## config.mk

```make
export PLATFORM = sky130hd
export DESIGN_NAME = pipe_stage_buf
export DESIGN_NICKNAME = d
export VERILOG_FILES = /design/src/rtl/pipe_stage_buf.sv
export SDC_FILE = /design/constraint.sdc
export NUM_CORES = 1
export LEC_CHECK = 0
export CAP_MARGIN = 20
export CORE_MARGIN = 1.5
export CORE_UTILIZATION = 35
export DETAILED_ROUTE_END_ITERATION = 8
export GPL_TIMING_DRIVEN = 1
export PLACE_DENSITY = 0.7
export SETUP_SLACK_MARGIN = 0.15
export SLEW_MARGIN = 20
export SYNTH_ARGS = -nofsm -noshare
export SYNTH_HDL_FRONTEND = slang
export SYNTH_SLANG_ARGS = --single-unit
```

## constraint.sdc

```tcl
create_clock -name clk -period 1.46 [get_ports clk]
set_clock_uncertainty 0.1 [all_clocks]
set_input_delay 0.292 -clock clk [delete_from_list [all_inputs] [get_ports clk]]
set_output_delay 0.292 -clock clk [all_outputs]
set_load 0.005 [all_outputs]
```

## src/rtl/pipe_stage_buf.sv

```systemverilog
// Pipeline stage register with a valid/ready handshake, a two-entry skid buffer,
// synchronous flush and optional zeroing of out_data while the stage is empty.
module pipe_stage_buf #(
  parameter int WIDTH       = 32,
  parameter bit BUBBLE_ZERO = 1'b1
) (
  input  logic             clk,
  input  logic             rst,
  input  logic             in_valid,
  output logic             in_ready,
  input  logic [WIDTH-1:0] in_data,
  output logic             out_valid,
  input  logic             out_ready,
  output logic [WIDTH-1:0] out_data,
  input  logic             flush,
  output logic [1:0]       occupancy
);

  // The encoding doubles as the occupancy count; bit 1 alone marks FULL.
  typedef enum logic [1:0] {
    EMPTY = 2'd0,
    ONE   = 2'd1,
    FULL  = 2'd2
  } state_t;

  state_t           state;
  state_t           state_next;
  logic [WIDTH-1:0] main_data;
  logic [WIDTH-1:0] skid_data;
  logic             accept;
  logic             pop;
  logic             load_main_in;
  logic             load_main_skid;
  logic             load_skid;

  assign in_ready  = ~state[1];
  assign out_valid = (state != EMPTY);
  assign occupancy = state;
  assign accept    = in_valid & in_ready;
  assign pop       = out_valid & out_ready;

  always_comb begin
    // NOTE: every output of this block gets a default first, so no path leaves one unassigned and no latch is inferred.
    state_next     = state;
    load_main_in   = 1'b0;
    load_main_skid = 1'b0;
    load_skid      = 1'b0;
    if (flush) begin
      state_next = EMPTY;
    end else begin
      case (state)
        EMPTY: begin
          if (accept) begin
            state_next   = ONE;
            load_main_in = 1'b1;
          end
        end
        ONE: begin
          if (accept && pop) begin
            load_main_in = 1'b1;
          end else if (accept) begin
            state_next = FULL;
            load_skid  = 1'b1;
          end else if (pop) begin
            state_next = EMPTY;
          end
        end
        FULL: begin
          if (pop) begin
            state_next     = ONE;
            load_main_skid = 1'b1;
          end
        end
        default: state_next = EMPTY;
      endcase
    end
  end

  always_ff @(posedge clk or negedge rst) begin
    // NOTE: sequential state uses non-blocking assignments so every flop samples pre-edge values.
    if (!rst) state <= EMPTY;
    else      state <= state_next;
  end

  always_ff @(posedge clk or negedge rst) begin
    // NOTE: the payload registers are reset too, so out_data reads 0 after reset in both bubble modes.
    if (!rst) begin
      main_data <= '0;
      skid_data <= '0;
    end else begin
      if (load_main_in)        main_data <= in_data;
      else if (load_main_skid) main_data <= skid_data;
      if (load_skid)           skid_data <= in_data;
    end
  end

  generate
    if (BUBBLE_ZERO) begin : g_bubble_zero
      assign out_data = out_valid ? main_data : '0;
    end else begin : g_bubble_hold
      assign out_data = main_data;
    end
  endgenerate

endmodule

```

; After elaboration in Yosys (flattened, before gate mapping)
; Index checks and enable logic that the tools add are counted.
[word_totals]
regBits = 66
inputBits = 37
output_inout_bits = 36
elab_cells = 37
[classes]
eq_ne = 6
n_mux = 20
n_bitwise = 3
reduce_logical = 5
[op_table]
columns = op, count
row1 = two-way mux 32 bit, 3
row2 = two-way mux 2 bit, 6
row3 = two-way mux 1 bit, 9
row4 = inequality test 3 bit (second input constant), 3
row5 = case mux 2 bit (3 select lines), 1
row6 = inequality test 4 bit (second input constant), 1
row7 = AND reduction 4 bit, 1
row8 = nonzero test 2 bit, 2
row9 = AND 1 bit, 2
row10 = == test 2 x 1 -> 1 bit (second input constant), 1
row11 = == test 2 bit (second input constant), 1
row12 = logical NOT 2 bit, 1
row13 = case mux 1 bit (2 select lines), 1
row14 = logical AND 1 bit, 1
row15 = NOT 1 bit, 1

; Depth between registers and ports, before layout
; Gate-level depths: netlist of the first run.
[logic_depth]
depth_word = 7
ltp_mapped = 6
depth_no_buf = 4

; Worst setup path before layout of the first run
; No wires, ideal clock.
[synth_path]
kind = flip-flop to flip-flop
startpoint = reg state[1] (netlist: occupancy[1])
endpoint = reg main_data[0]
setup_time_ns = 0.125
arrival_ns = 1.419
required_time_ns = 1.235
setup_slack_ns = -0.185
path_stages_with_launch = 6
path_buffers = 1
period_less_slack_ns = 1.645
path_cell_list = dfrtp_1 > nor2b_4 > nand2_4 > a21oi_2 > buf_6 > mux2_4
[synth_via]
elab_chain_cells = 7
[synth_rtl]
columns = element, line_no
row1 = start: declaration, 26  ; state_t state;
row2 = start signal: assignment, 82  ; else state <= state_next;
row3 = nonzero test 2 bit / NOT 1 bit (equally long branches), "37, 36"
row4 = AND 1 bit (on tied branches), "40, 39"
row5 = logical AND 1 bit, 59  ; if (accept && pop) begin
row6 = two-way mux 1 bit, 59
row7 = case mux 1 bit (2 select lines), 51  ; case (state)
row8 = two-way mux 1 bit, 48  ; if (flush) begin
row9 = two-way mux 32 bit / nonzero test 2 bit (equally long branches), --
row10 = end signal: assignment, 91  ; if (load_main_in) main_data <= in_data;
row11 = end signal: assignment, 92  ; else if (load_main_skid) main_data <= skid_data;
row12 = end: declaration, 28  ; logic [WIDTH-1:0] main_data;
; Several ways; a longest one is shown, not always the timed one.
; A chain may end at the register's enable or synchronous reset.

; Worst setup path in the final report of the first run
[layout_path]
startpoint = reg state[0] (netlist: occupancy[0])
endpoint = out out_data[3]
[layout_via]
elab_chain_cells = 2
[layout_rtl]
columns = element, line_no
row1 = nonzero test 2 bit, 37  ; assign out_valid = (state != EMPTY);
row2 = two-way mux 32 bit, 99  ; assign out_data = out_valid ? main_data : '0;
row3 = end: declaration, 14  ; output logic [WIDTH-1:0] out_data,
; No other way between the ends.

==> flow_metrics.env, run 1 <==
export IMPL_ys_types=20
export IMPL_outcome="finished, violations left"
export IMPL_path_clk_slew_ps=70
export IMPL_synth_area_top_cells="dfrtp_1, mux2_4, nor2b_1"
export IMPL_ios=73
export IMPL_final_area_sq_um=5160
export IMPL_pre_cts_ws_ps=-598
export IMPL_r2r_cells=6
export IMPL_start_util=0.359
export IMPL_drv_cap=0
export IMPL_crit_path_end_kind="output pin"
export IMPL_drive_gt1_frac=0.612
export IMPL_antenna_found_initial=0
export IMPL_final_antenna_net_count=0
export IMPL_cts_tree="built"
export IMPL_crit_top_cell="buf_4"
export IMPL_ctsHtreeMaxLevel=3
export IMPL_grt_overflow=0
export IMPL_final_hold_viol_count=0
export IMPL_p_comb_frac=0.330
export IMPL_yosys_warnings=0
export IMPL_wl_per_cell_um=16.2
export IMPL_synth_cells=224
export IMPL_first_iter_violations=35
export IMPL_maxSlewHeadroom=0.806
export IMPL_cp_max_fo=5
export IMPL_nFillCells=821
export IMPL_cp_required_ps=1070
export IMPL_syn_nets=261
export IMPL_routed_wl_um=7920
export IMPL_dr_pass1_iters=4
export IMPL_nets=388
export IMPL_holdWs_ps=276
export IMPL_yosys_area_top_type="dfrtp_1"
export IMPL_yosysTopAreaCellShare=0.470
export IMPL_num_antenna_cells=0
export IMPL_fin_util=0.528
export IMPL_vias_per_cell=4.46
export IMPL_place_gp_congestion=0.777
export IMPL_cts_root_to_sink_buffers=2
export IMPL_core_area_sq_um=9770
export IMPL_grt_setup_unrepaired="yes"
export IMPL_grt_usage=0.150
export IMPL_p_sw_frac=0.243
export IMPL_p_leak_nw=2.59
export IMPL_fin_ws_ps=-437
export IMPL_die_area_sq_um=10600
export IMPL_cp_cell_sequence="nor2_4 -> buf_4 -> buf_4 -> nor2b_1 -> dlygate4sd2_1"
export IMPL_rrSetupSlack_ps=-420
export IMPL_syn2layout_area_growth_pct=46.8
export IMPL_clk_insertion_delay_late_ps=340
export IMPL_cp_arrival_ps=1510
export IMPL_max_freq_mhz=527
export IMPL_clockPowerShare=0.244
export IMPL_place_hpwl_um=4730
export IMPL_clock_sinks=66
export IMPL_grt_pass1_wl_um=11800
export IMPL_ys_seq_elements=66
export IMPL_root_buffer="clkbuf_8"
export IMPL_die_height_um=103
export IMPL_hold_path_class="input pin to asynchronous set/reset pin"
export IMPL_syn_area_sq_um=3510
export IMPL_vias=2180
export IMPL_syn_area_per_cell_sq_um=15.7
export IMPL_p_total_w=0.00636
export IMPL_switchingPower_w=0.00155
export IMPL_die_w_um=103
export IMPL_violations="negative setup slack"
export IMPL_grt_pass1_vias=2240
export IMPL_slew_viol_final=0
export IMPL_worst_path_max_delay_cell="dfrtp_2"
export IMPL_setup_viol=100
export IMPL_portBuffers=72
export IMPL_cts_made_buffers=9
export IMPL_period_share=1.30
export IMPL_powerDensity_nw_per_um2=1230
export IMPL_start_kind="register"
export IMPL_timing_rr_start="occupancy[0]$_DFFE_PN0P_"
export IMPL_ys_seq_area_frac=0.470
export IMPL_vdd_drop_max_uv=410
export IMPL_power_frac_seq=0.426
export IMPL_worstSetupPathType="register to output pin"
export IMPL_placement_cell_area_sq_um=4620
export IMPL_power_internal_w=0.00482
export IMPL_grt_max_degree=38
export IMPL_drc=0
export IMPL_worst_pin_slew_ps=291
export IMPL_fin_crit_ps=1900
export IMPL_cp_slowest_stage_delay_ps=430
export IMPL_rr_endpoint="main_data[6]$_DFFE_PN0P_"
export IMPL_rows=36
worst max-delay path by stage:
stage	slack [ps]	start	cells after the start	endpoint
finish	-440	occupancy[0]$_DFFE_PN0P_	5	out_data[3]
CTS	-440	occupancy[0]$_DFFE_PN0P_	7	out_data[29]
detailed placement	-600	out_ready	6	main_data[2]$_DFFE_PN0P_
global placement	-580	in_valid	6	main_data[25]$_DFFE_PN0P_
floorplan	-130	occupancy[1]$_DFFE_PN0P_	5	main_data[0]$_DFFE_PN0P_
global route	-490	occupancy[0]$_DFFE_PN0P_	5	out_data[4]
power groups by stage:
stage                     clock, W  sequential (W)  combinational, W
after floorplan                  0         0.00261           0.00140
after global placement           0         0.00270           0.00193
after detailed placement         0         0.00272           0.00198
after CTS                  0.00160         0.00269           0.00201
after global routing       0.00167         0.00277           0.00225
final                      0.00155         0.00271           0.00210
cell type report:
class / count / area [sq um] / share of cell area
clock inverter: 2 / 35.0 / 0.00679
sequential: 66 / 1650 / 0.321
clock buffer: 14 / 163 / 0.0315
multi-input combinational: 143 / 1840 / 0.356
inverter: 2 / 10.0 / 0.00194
tap: 133 / 166 / 0.0323
timing repair buffer: 129 / 1290 / 0.251
cell usage after synthesis, drive strengths merged:
master	n
nor2b	33
and2b	1
a21oi	1
buf	10
mux2i	1
a21boi	1
nand3b	1
clkbuf	3
nand2	2
inv	2
mux2	96
nor2	3
nand2b	2
xnor2	1
nor3	1
dfrtp	66
timing repair:
item | in CTS | in global routing
gates resized for setup | 150 | 22
setup buffers | 15 | 5
pin swaps | 1 | 4
endpoints found under the hold margin | 19 | 0
cloned | 3 | 4
hold buffers | 1 | 0
endpoints found under the setup margin | 100 | 101
metrics by stage:
stage	std cells	setup TNS, ps
after floorplan	224	-7190
after global placement	445	-42550
after detailed placement	445	-44490
after CTS	480	-33260
after global routing	489	-39620
final	489	-34870
critical path: cells and delay by family, from the launching register on:
family | cells | cell delay, ps
and+or+nand+nor | 2 | 220
DFF | 1 | 430
buffers and inverters | 3 | 520
state kept, by name (all words and copies together), names as in the netlist:
signal and flops:
skid_data 32, occupancy 2, main_data 32
placed cells by master (no fill, tap or decap), types with 2 or more instances in the layout:
cell / n
buf_8: 2
nor2b_1: 22
dfrtp_1: 64
nor2b_4: 11
buf_16: 3
clkdlybuf4s50_1: 35
buf_6: 16
mux2_2: 6
clkbuf_16: 3
dfrtp_2: 2
clkbuf_8: 11
clkbuf_1: 3
nor2_1: 2
mux2_4: 90
buf_4: 26
dlygate4sd2_1: 5
buf_12: 9
nand2b_4: 2
buf_2: 28
per-layer routing:
metal	up-vias	track usage	wire length, um
met3	7	0.0470	396
met4	0	0.0468	81
li1	1027	-	-
met5	-	0	0
met2	49	0.227	3650
met1	1097	0.205	3780
cell families after synthesis:
logic type / Yosys count / synth area share
buffers and inverters: 15 / 0.0374
flip-flops: 66 / 0.470
multiplexers: 97 / 0.407
XOR/XNOR: 1 / 0.00249
AO/OA/AOI/OAI: 2 / 0.00463
AND/OR/NAND/NOR: 43 / 0.0784
No activity file was read; power rests on OpenSTA's default activity.
==> run 2: changes to the inputs <==
--- a/config.mk
+++ b/config.mk
@@ -8,10 +8,11 @@
 export CAP_MARGIN = 20
 export CORE_MARGIN = 1.5
 export CORE_UTILIZATION = 35
+export CTS_CLUSTER_DIAMETER = 150
 export DETAILED_ROUTE_END_ITERATION = 8
 export GPL_TIMING_DRIVEN = 1
 export PLACE_DENSITY = 0.7
-export SETUP_SLACK_MARGIN = 0.15
+export SETUP_SLACK_MARGIN = 0.3
 export SLEW_MARGIN = 20
 export SYNTH_ARGS = -nofsm -noshare
 export SYNTH_HDL_FRONTEND = slang
==> run 2 against run 1 <==
The run still ends with negative setup slack left. Core utilization grew 0.72 points. Power increased by 4.6%. Via count shrank 1.5%. Largest power group unchanged.
==> flow_metrics.env, run 2 (synthesized netlist as in run 1, its figures left out) <==
export IMPL_outcome="finished, violations left"
export IMPL_violations="negative setup slack"
export IMPL_start_util=0.359
export IMPL_nets=382
export IMPL_dr_pass1_iters=4
export IMPL_syn2layout_area_growth_pct=48.8
export IMPL_ios=73
export IMPL_nFillCells=817
export IMPL_path_clk_slew_ps=70
export IMPL_cts_tree="built"
export IMPL_grt_overflow=0
export IMPL_path_buf_inv=3
export IMPL_fin_util=0.535
export IMPL_grt_max_degree=27
export IMPL_worst_pin_slew_ps=328
export IMPL_worst_path_max_delay_cell="dfrtp_2"
export IMPL_die_area_sq_um=10600
export IMPL_crit_path_end_kind="register"
export IMPL_final_antenna_net_count=0
export IMPL_crit_cells=6
export IMPL_rr_endpoint="main_data[31]$_DFFE_PN0P_"
export IMPL_routed_wl_um=8150
export IMPL_cts_made_buffers=9
export IMPL_dpl_cell_count=439
export IMPL_grt_usage=0.152
export IMPL_core_area_sq_um=9770
export IMPL_ctsHtreeMaxLevel=3
export IMPL_grt_setup_unrepaired="yes"
export IMPL_cts_root_to_sink_buffers=2
export IMPL_cp_required_ps=1590
export IMPL_cp_max_fo=6
export IMPL_num_antenna_cells=0
export IMPL_r2r_cells=6
export IMPL_final_common_cell="mux2_4"
export IMPL_cp_cell_sequence="buf_6 -> nand3b_1 -> a21oi_4 -> buf_12 -> clkbuf_16 -> mux2_4"
export IMPL_root_buffer="clkbuf_8"
export IMPL_drv_cap=0
export IMPL_rows=36
export IMPL_first_iter_violations=54
export IMPL_wl_per_cell_um=16.9
export IMPL_holdWs_ps=299
export IMPL_antenna_found_initial=0
export IMPL_vias_per_cell=4.45
export IMPL_clk_insertion_delay_late_ps=340
export IMPL_fin_crit_ps=1900
export IMPL_layoutNonFillerInstCount=483
export IMPL_p_leak_nw=2.61
export IMPL_vdd_drop_max_uv=488
export IMPL_crit_family="buffers and inverters"
export IMPL_max_freq_mhz=527
export IMPL_fin_ws_ps=-439
export IMPL_place_hpwl_um=4670
export IMPL_timing_rr_start="occupancy[0]$_DFFE_PN0P_"
export IMPL_grt_pass1_wl_um=11800
export IMPL_portBuffers=72
export IMPL_setup_viol=101
export IMPL_vias=2147
export IMPL_maxSlewHeadroom=0.781
export IMPL_cp_slowest_stage_delay_ps=430
export IMPL_p_total_w=0.00665
export IMPL_final_hold_viol_count=0
export IMPL_cp_arrival_ps=2020
export IMPL_place_gp_congestion=0.804
export IMPL_powerDensity_nw_per_um2=1270
export IMPL_most_common_layout_cells="mux2_4, dfrtp_1, clkdlybuf4s50_1"
export IMPL_grt_pass1_vias=2250
export IMPL_drc=0
export IMPL_slew_viol_final=0
export IMPL_rrSetupSlack_ps=-440
export IMPL_final_area_sq_um=5230
export IMPL_placement_cell_area_sq_um=4570
export IMPL_drive_gt1_frac=0.623
export IMPL_hold_path_class="input pin to asynchronous set/reset pin"
export IMPL_worstSetupPathType="register to register"
export IMPL_die_height_um=103
export IMPL_period_share=1.30
export IMPL_clock_sinks=66
export IMPL_start_kind="register"
export IMPL_die_w_um=103
## run 2: cell types whose count changed in the layout (fill, tap and decap cells not counted), sizes merged
cell | before | now
clkinvlp | 0 | 1
clkbuf | 18 | 17
dlygate4sd2 | 5 | 0
buf | 84 | 82
bufinv | 1 | 2
## run 2: through the flow
stage | setup WS, ps | TNS [ps]
finish | -439 | -36170
global route | -464 | -40520
CTS | -389 | -33430
detailed placement | -603 | -45210
global placement | -587 | -44290
floorplan | -125 | -7190
## run 2: worst max-delay path by stage
stage / from / to
3_5_place_dp: out_ready / main_data[18]$_DFFE_PN0P_
2_1_floorplan: occupancy[1]$_DFFE_PN0P_ / main_data[0]$_DFFE_PN0P_
4_1_cts: occupancy[0]$_DFFE_PN0P_ / main_data[20]$_DFFE_PN0P_
6_report: occupancy[0]$_DFFE_PN0P_ / main_data[31]$_DFFE_PN0P_
3_3_place_gp: in_valid / main_data[6]$_DFFE_PN0P_
5_1_grt: occupancy[0]$_DFFE_PN0P_ / main_data[1]$_DFFE_PN0P_
## run 2: layout make-up
type                    instances  area, sq um  share of cell area
multi-input cells             143         1830               0.349
flip-flops and latches         66         1650               0.316
repair buffers                123         1330               0.255
well taps                     133          166              0.0318
clock buffers                  12          165              0.0316
clock inverters                 4         72.6              0.0139
inverters                       2         12.5             0.00239
## run 2: metal layers
layer  vias to the layer above  wire [um]  GRT usage  share of wire
met2                        53       3870      0.233           0.47
met3                         7        418     0.0524          0.051
met1                      1070       3790      0.205           0.46
met4                         0         74     0.0437         0.0091
met5                         -          0          0              0
li1                       1017          -          -              -
## run 2: worst register-to-register path: cells and delay by family, from the launching register on
kind	cells	cell delay [ps]
buf+inv	3	470
simple gates	1	260
flops	1	430
mux	1	290
compound gates	1	230
## run 2: power breakdown
group | leakage [nW] | internal [W] | switching [W]
Combinational | 1.68 | 0.00156 | 0.000568
Clock | 0.119 | 0.00110 | 0.000720
Sequential | 0.808 | 0.00239 | 0.000318
## run 2: timing repair
action | CTS | global route
setup buffers | 11 | 7
pin swaps | 3 | 5
setup endpoints to repair | 101 | 102
gates cloned | 3 | 6
hold endpoints to repair | 17 | 0
resized for setup | 165 | 25
hold buffers | 1 | 0
